===== src/rtl/pipe_pkg.sv =====
// Shared definitions for the MIPS pipeline boundary registers: exception codes,
// payload lane indices and the per-edge action decode.
package pipe_pkg;

    localparam logic [31:0] EXC_VEC_DEFAULT = 32'h0000_4180;

    localparam logic [4:0] EXC_NONE = 5'd0;
    localparam logic [4:0] EXC_INT  = 5'd0;
    localparam logic [4:0] EXC_ADEL = 5'd4;
    localparam logic [4:0] EXC_ADES = 5'd5;
    localparam logic [4:0] EXC_RI   = 5'd10;
    localparam logic [4:0] EXC_OV   = 5'd12;

    localparam int LANE_ALU = 0;
    localparam int LANE_DM  = 1;
    localparam int LANE_MDU = 2;
    localparam int LANE_CP0 = 3;

    typedef enum logic [1:0] {
        ACT_LOAD  = 2'd0,
        ACT_STALL = 2'd1,
        ACT_FLUSH = 2'd2,
        ACT_INT   = 2'd3
    } stage_act_e;

    // Reset is handled separately by each register; this ranks the remaining controls.
    function automatic stage_act_e decode_act(input logic int_req,
                                              input logic flush,
                                              input logic stall);
        if (int_req)
            return ACT_INT;
        else if (flush)
            return ACT_FLUSH;
        else if (stall)
            return ACT_STALL;
        else
            return ACT_LOAD;
    endfunction

endpackage


===== src/rtl/perf_sat_counter.sv =====
// 32-bit event counter that sticks at all-ones instead of wrapping.
module perf_sat_counter (
    input  logic        clk,
    input  logic        clear,
    input  logic        inc,
    output logic [31:0] count
);

    logic [31:0] count_reg;

    always_ff @(posedge clk) begin
        if (clear)
            count_reg <= '0;
        else if (inc && (count_reg != 32'hFFFF_FFFF))
            count_reg <= count_reg + 32'd1;
    end

    assign count = count_reg;

endmodule


===== src/rtl/pipe_stage_reg.sv =====
// Inter-stage pipeline register with stall, flush and exception-redirect bubbles.
// Define STAGE_PERF_EN to build the stall/bubble saturating counters.
module pipe_stage_reg
    import pipe_pkg::*;
#(
    parameter int                  LANES         = 4,
    parameter int                  DATA_W        = 32,
    parameter int                  PC_W          = 32,
    parameter logic [PC_W-1:0]     RESET_PC      = '0,
    parameter logic [PC_W-1:0]     EXC_VEC       = PC_W'(EXC_VEC_DEFAULT),
    parameter logic [LANES-1:0]    LANE_CLR_MASK = {LANES{1'b1}}
) (
    input  logic                    clk,
    input  logic                    reset,
    input  logic                    int_req,
    input  logic                    flush,
    input  logic                    stall,
    input  logic                    in_valid,
    input  logic [31:0]             in_instr,
    input  logic [PC_W-1:0]         in_pc,
    input  logic [4:0]              in_exc,
    input  logic                    in_bd,
    input  logic [LANES*DATA_W-1:0] in_data,
    output logic                    out_valid,
    output logic [31:0]             out_instr,
    output logic [PC_W-1:0]         out_pc,
    output logic [4:0]              out_exc,
    output logic                    out_bd,
    output logic [LANES*DATA_W-1:0] out_data,
    output logic [31:0]             perf_stall_cnt,
    output logic [31:0]             perf_bubble_cnt
);

    stage_act_e act;

    logic            valid_reg;
    logic [31:0]     instr_reg;
    logic [PC_W-1:0] pc_reg;
    logic [4:0]      exc_reg;
    logic            bd_reg;

    always_comb begin
        act = decode_act(int_req, flush, stall);
    end

    // Control fields: bubbles keep a meaningful PC/BD so CP0 can still report EPC.
    always_ff @(posedge clk) begin
        if (reset) begin
            valid_reg <= 1'b0;
            instr_reg <= '0;
            pc_reg    <= RESET_PC;
            exc_reg   <= EXC_NONE;
            bd_reg    <= 1'b0;
        end else begin
            case (act)
                ACT_INT: begin
                    valid_reg <= 1'b0;
                    instr_reg <= '0;
                    pc_reg    <= EXC_VEC;
                    exc_reg   <= EXC_NONE;
                    bd_reg    <= 1'b0;
                end
                ACT_FLUSH: begin
                    valid_reg <= 1'b0;
                    instr_reg <= '0;
                    pc_reg    <= in_pc;
                    exc_reg   <= EXC_NONE;
                    bd_reg    <= in_bd;
                end
                ACT_STALL: begin
                end
                default: begin
                    valid_reg <= in_valid;
                    instr_reg <= in_valid ? in_instr : 32'd0;
                    pc_reg    <= in_pc;
                    exc_reg   <= in_valid ? in_exc : EXC_NONE;
                    bd_reg    <= in_bd;
                end
            endcase
        end
    end

    assign out_valid = valid_reg;
    assign out_instr = instr_reg;
    assign out_pc    = pc_reg;
    assign out_exc   = exc_reg;
    assign out_bd    = bd_reg;

    genvar gi;
    generate
        for (gi = 0; gi < LANES; gi++) begin : g_lane
            logic [DATA_W-1:0] lane_reg;

            // Lanes with a clear mask of 0 carry state across bubbles (e.g. pending MDU results).
            always_ff @(posedge clk) begin
                if (reset) begin
                    lane_reg <= '0;
                end else if ((act == ACT_INT) || (act == ACT_FLUSH)) begin
                    if (LANE_CLR_MASK[gi])
                        lane_reg <= '0;
                end else if (act == ACT_LOAD) begin
                    lane_reg <= in_data[gi*DATA_W +: DATA_W];
                end
            end

            assign out_data[gi*DATA_W +: DATA_W] = lane_reg;
        end
    endgenerate

`ifdef STAGE_PERF_EN
    logic stall_evt;
    logic bubble_evt;

    assign stall_evt  = (act == ACT_STALL);
    assign bubble_evt = (act == ACT_INT) || (act == ACT_FLUSH) ||
                        ((act == ACT_LOAD) && !in_valid);

    perf_sat_counter u_stall_cnt (
        .clk   (clk),
        .clear (reset),
        .inc   (stall_evt),
        .count (perf_stall_cnt)
    );

    perf_sat_counter u_bubble_cnt (
        .clk   (clk),
        .clear (reset),
        .inc   (bubble_evt),
        .count (perf_bubble_cnt)
    );
`else
    assign perf_stall_cnt  = 32'd0;
    assign perf_bubble_cnt = 32'd0;
`endif

endmodule


===== config.mk =====
export PLATFORM = sky130hd
export DESIGN_NAME = pipe_stage_reg
export DESIGN_NICKNAME = d
export VERILOG_FILES = /design/src/rtl/pipe_pkg.sv /design/src/rtl/perf_sat_counter.sv /design/src/rtl/pipe_stage_reg.sv
export SDC_FILE = /design/constraint.sdc
export NUM_CORES = 1
export LEC_CHECK = 0
export CAP_MARGIN = 20
export CORE_AREA = 2 2 182 184
export CTS_CLUSTER_SIZE = 20
export DETAILED_ROUTE_END_ITERATION = 6
export DIE_AREA = 0 0 184 186
export PLACE_DENSITY_LB_ADDON = 0.15
export SYNTH_ARGS = -nofsm -noshare
export SYNTH_HDL_FRONTEND = slang
export SYNTH_SLANG_ARGS = --single-unit

===== constraint.sdc =====
create_clock -name clk -period 1.7 [get_ports clk]
set_input_delay 0.17 -clock clk [delete_from_list [all_inputs] [get_ports clk]]
set_output_delay 0.17 -clock clk [all_outputs]
set_load 0.03 [all_outputs]

==> impl_metrics.py <==
metrics = {
    "logic_synthesis": {
        "synth_top_area_cell": "dfxtp_1",
        "synth_top_cells_by_count": "dfxtp_1 (199), o221a_1 (128), buf_4 (67)",
        "synth-seq-cells": 199,
        "ys_seq_area_share_pct": 55.96,
        "synth_cell_types": 22,
        "syn_area_per_cell_sq_um": 13.11,
        "synth_flop_cell": "dfxtp_1",
        "synth_warnings": 0,
        "netlist_instances": 543,
        "yosysMostFrequentCell": "dfxtp_1",
        "synth_edf_count": 0,
        "netlist.area_leader.share_pct": 55.96,
        "postSynth.asyncResetShare_pct": 0,
        "synth_area_leaders": "dfxtp_1 (56%), o221a_1 (20%), a32o_1 (9.3%)",
        "synth_area_sq_mm": 0.007119,
    },
    "power_and_ir_drop": {
        "p_int_mw": 7.501,
        "p_switching_mw": 2.907,
        "swShare_pct": 27.93,
        "power.leakage_nw": 5.174,
        "power_density_mw_per_mm2": 860.0,
        "clkPwrFrac_pct": 37.5,
        "power_frac_seq_pct": 46.7,
        "p_comb_share_pct": 15.8,
        "ir_worst_vdd_uv": 669.2,
        "finalPower_mw": 10.41,
    },
    "placed_design": {
        "portBuffers": 402,
        "hpwl_um": 18200,
        "dpl.cell_count": 1323,
        "pre_cts_slack_ns": -0.06221,
        "gp_congestion": 0.7103,
    },
    "floorplan": {
        "die_h_um": 186,
        "initial_core_util_pct": 22.11,
        "design.die.area_sq_mm": 0.03422,
        "fp-row-count": 66,
        "die_x_um": 184,
        "pin_count": 467,
        "core_sq_mm": 0.03221,
    },
    "finish": {
        "final_cells": 1354,
        "num_antenna_cells": 0,
        "fillers": 3170,
        "drive_above_1_share_pct": 7.611,
        "syn_to_final_growth_pct": 69.98,
        "final_nets": 1138,
        "final_core_util_pct": 37.58,
        "largest_register_ffs": 128,
    },
    "critical_path": {
        "crit_path_max_fanout": 2,
        "crit_family": "buffers and inverters",
        "r2r_start": "out_pc[7]",
        "crit_arrival_ns": 1.48,
        "startpoint": "out_instr[17]",
        "path_buf_inv": 1,
        "endpoint_kind": "output port",
        "critical_path_required_ns": 1.53,
        "critPathCapture": "out_instr[17]",
        "crit_slowest_cell": "clkdlybuf4s50_1",
        "crit_path_cell_trace": "clkdlybuf4s50_1",
        "critPathMaxStageDelay_ns": 0.70,
        "crit_cells": 1,
        "rr_worst_depth": 2,
        "rr_endpoint": "out_pc[7]",
        "r2r_slack_ns": 0.84,
        "startpoint_type": "flop",
        "path_class": "reg2out",
    },
    "global_routing": {
        "grt_pass1_vias": 5952,
        "grt.overflow.total": 0,
        "grt_max_degree": 53,
        "track_usage_pct": 14.03,
        "antenna_found_initial": 0,
        "grt_pass1_wl_um": 36430,
    },
    "sta": {
        "hold_viol_final": 0,
        "finalClockSkew_ns": 0,
        "grt_setup_unrepaired": "false",
        "postLayoutSetupSlackWorst_ns": 0.04892,
        "finalSetupViolCount": 0,
        "finalCriticalPeriod_ns": 1.651,
        "post-route-period-util_pct": 97.12,
        "drv_slew": 0,
        "timing.fmax_mhz": 605.7,
    },
    "drt": {
        "ant_nets": 0,
        "drc_errors": 0,
        "routed_wirelength_um": 25350,
        "drt-pass1-iter-count": 4,
        "vias": 6023,
        "viasPerCell": 4.448,
        "wl_per_cell_um": 18.73,
        "drt_iter0_markers": 217,
    },
    "cts": {
        "cts.sinks": 199,
        "tritoncts": "built",
        "cts-root-buf": "clkbuf_16",
        "insertion_delay_ns": 0.44,
        "cts.clk_slew.worst_paths_ns": 0.08,
        "holdBufCountCts": 0,
        "clockBufferDepth": 2,
        "htree_levels": 4,
        "numCtsBuffers": 17,
    },
    "worst_hold_path": {
        "hp-class": "in2reg",
    },
    "flow_run": {
        "maxCapViolations": 0,
    },
    "outcome": {
        "status": "complete, no violations",
    },
}
==> power groups by stage <==
stage / Sequential [mW] / Combinational [mW] / Clock, mW
floorplan: 5.23 / 0.611 / 0
global placement: 4.97 / 1.67 / 0
detailed placement: 4.97 / 1.67 / 0
CTS: 4.87 / 1.66 / 4.07
global route: 4.88 / 1.73 / 4.22
finish: 4.86 / 1.64 / 3.90
==> worst min path at each step <==
stage / cells after the start / from / end
6_report: 3 / in_instr[30] / out_instr[30]
5_1_grt: 2 / in_pc[13] / out_pc[13]
4_1_cts: 3 / in_instr[30] / out_instr[30]
3_5_place_dp: 1 / out_instr[15] / out_instr[15]
3_3_place_gp: 2 / out_instr[30] / out_instr[30]
2_1_floorplan: 1 / reset / out_pc[14]
==> layout make-up <==
type                    instances  area, sq um  share of cell area [%]
clock buffers                  18        429.2                   3.546
clock inverters                13        117.6                  0.9719
inverters                       1        6.256                 0.05170
multi-input cells             277         2502                   20.68
flip-flops and latches        199         3984                   32.92
well taps                     408        510.5                   4.218
repair buffers                438         4552                   37.61
==> logic make-up (layout without fill, tap and decap cells) <==
group	after synthesis	count (layout)	share of synthesized area, %
other cells	1	64	0.05267
flops	199	199	55.96
compound gates	199	199	30.07
buf+inv	130	470	12.37
simple gates	14	14	1.547
==> through the flow <==
stage | instance area, sq um | hold WS, ns | TNS (ns)
global placement | 11470 | 0.4472 | -2.679
global route | 12100 | 0.3229 | 0
detailed placement | 11470 | 0.4525 | -2.726
finish | 12100 | 0.3132 | 0
floorplan | 7356 | 0.2428 | 0
CTS | 11990 | 0.2824 | 0
==> layer usage <==
metal	global-route usage [%]	share of wire, %	wire length, um	vias up
li1	-	-	-	2845
met1	16.05	41	10400	2869
met2	22.55	46	11540	297
met3	8.081	12	3169	12
met4	3.328	0.96	243	0
met5	0	0	0	-
==> what timing repair did <==
item	in CTS	in global routing
setup buffers	0	0
pin swaps	0	0
setup endpoints to repair	24	45
resized for setup	24	45
==> placed cells by master (no fill, tap or decap), drive strengths merged, types with 3 or more instances in the layout <==
| master | count |
|---|---|
| clkbuf | 18 |
| a211oi | 3 |
| nor4b | 4 |
| nor2 | 4 |
| a32o | 66 |
| inv | 6 |
| clkinvlp | 3 |
| conb | 64 |
| o221a | 128 |
| clkinv | 5 |
| buf | 36 |
| dfxtp | 199 |
| dlygate4sd2 | 24 |
| clkdlybuf4s50 | 333 |
| dlymetal6s2s | 45 |
Note: power is estimated with default switching activity, not from simulation.
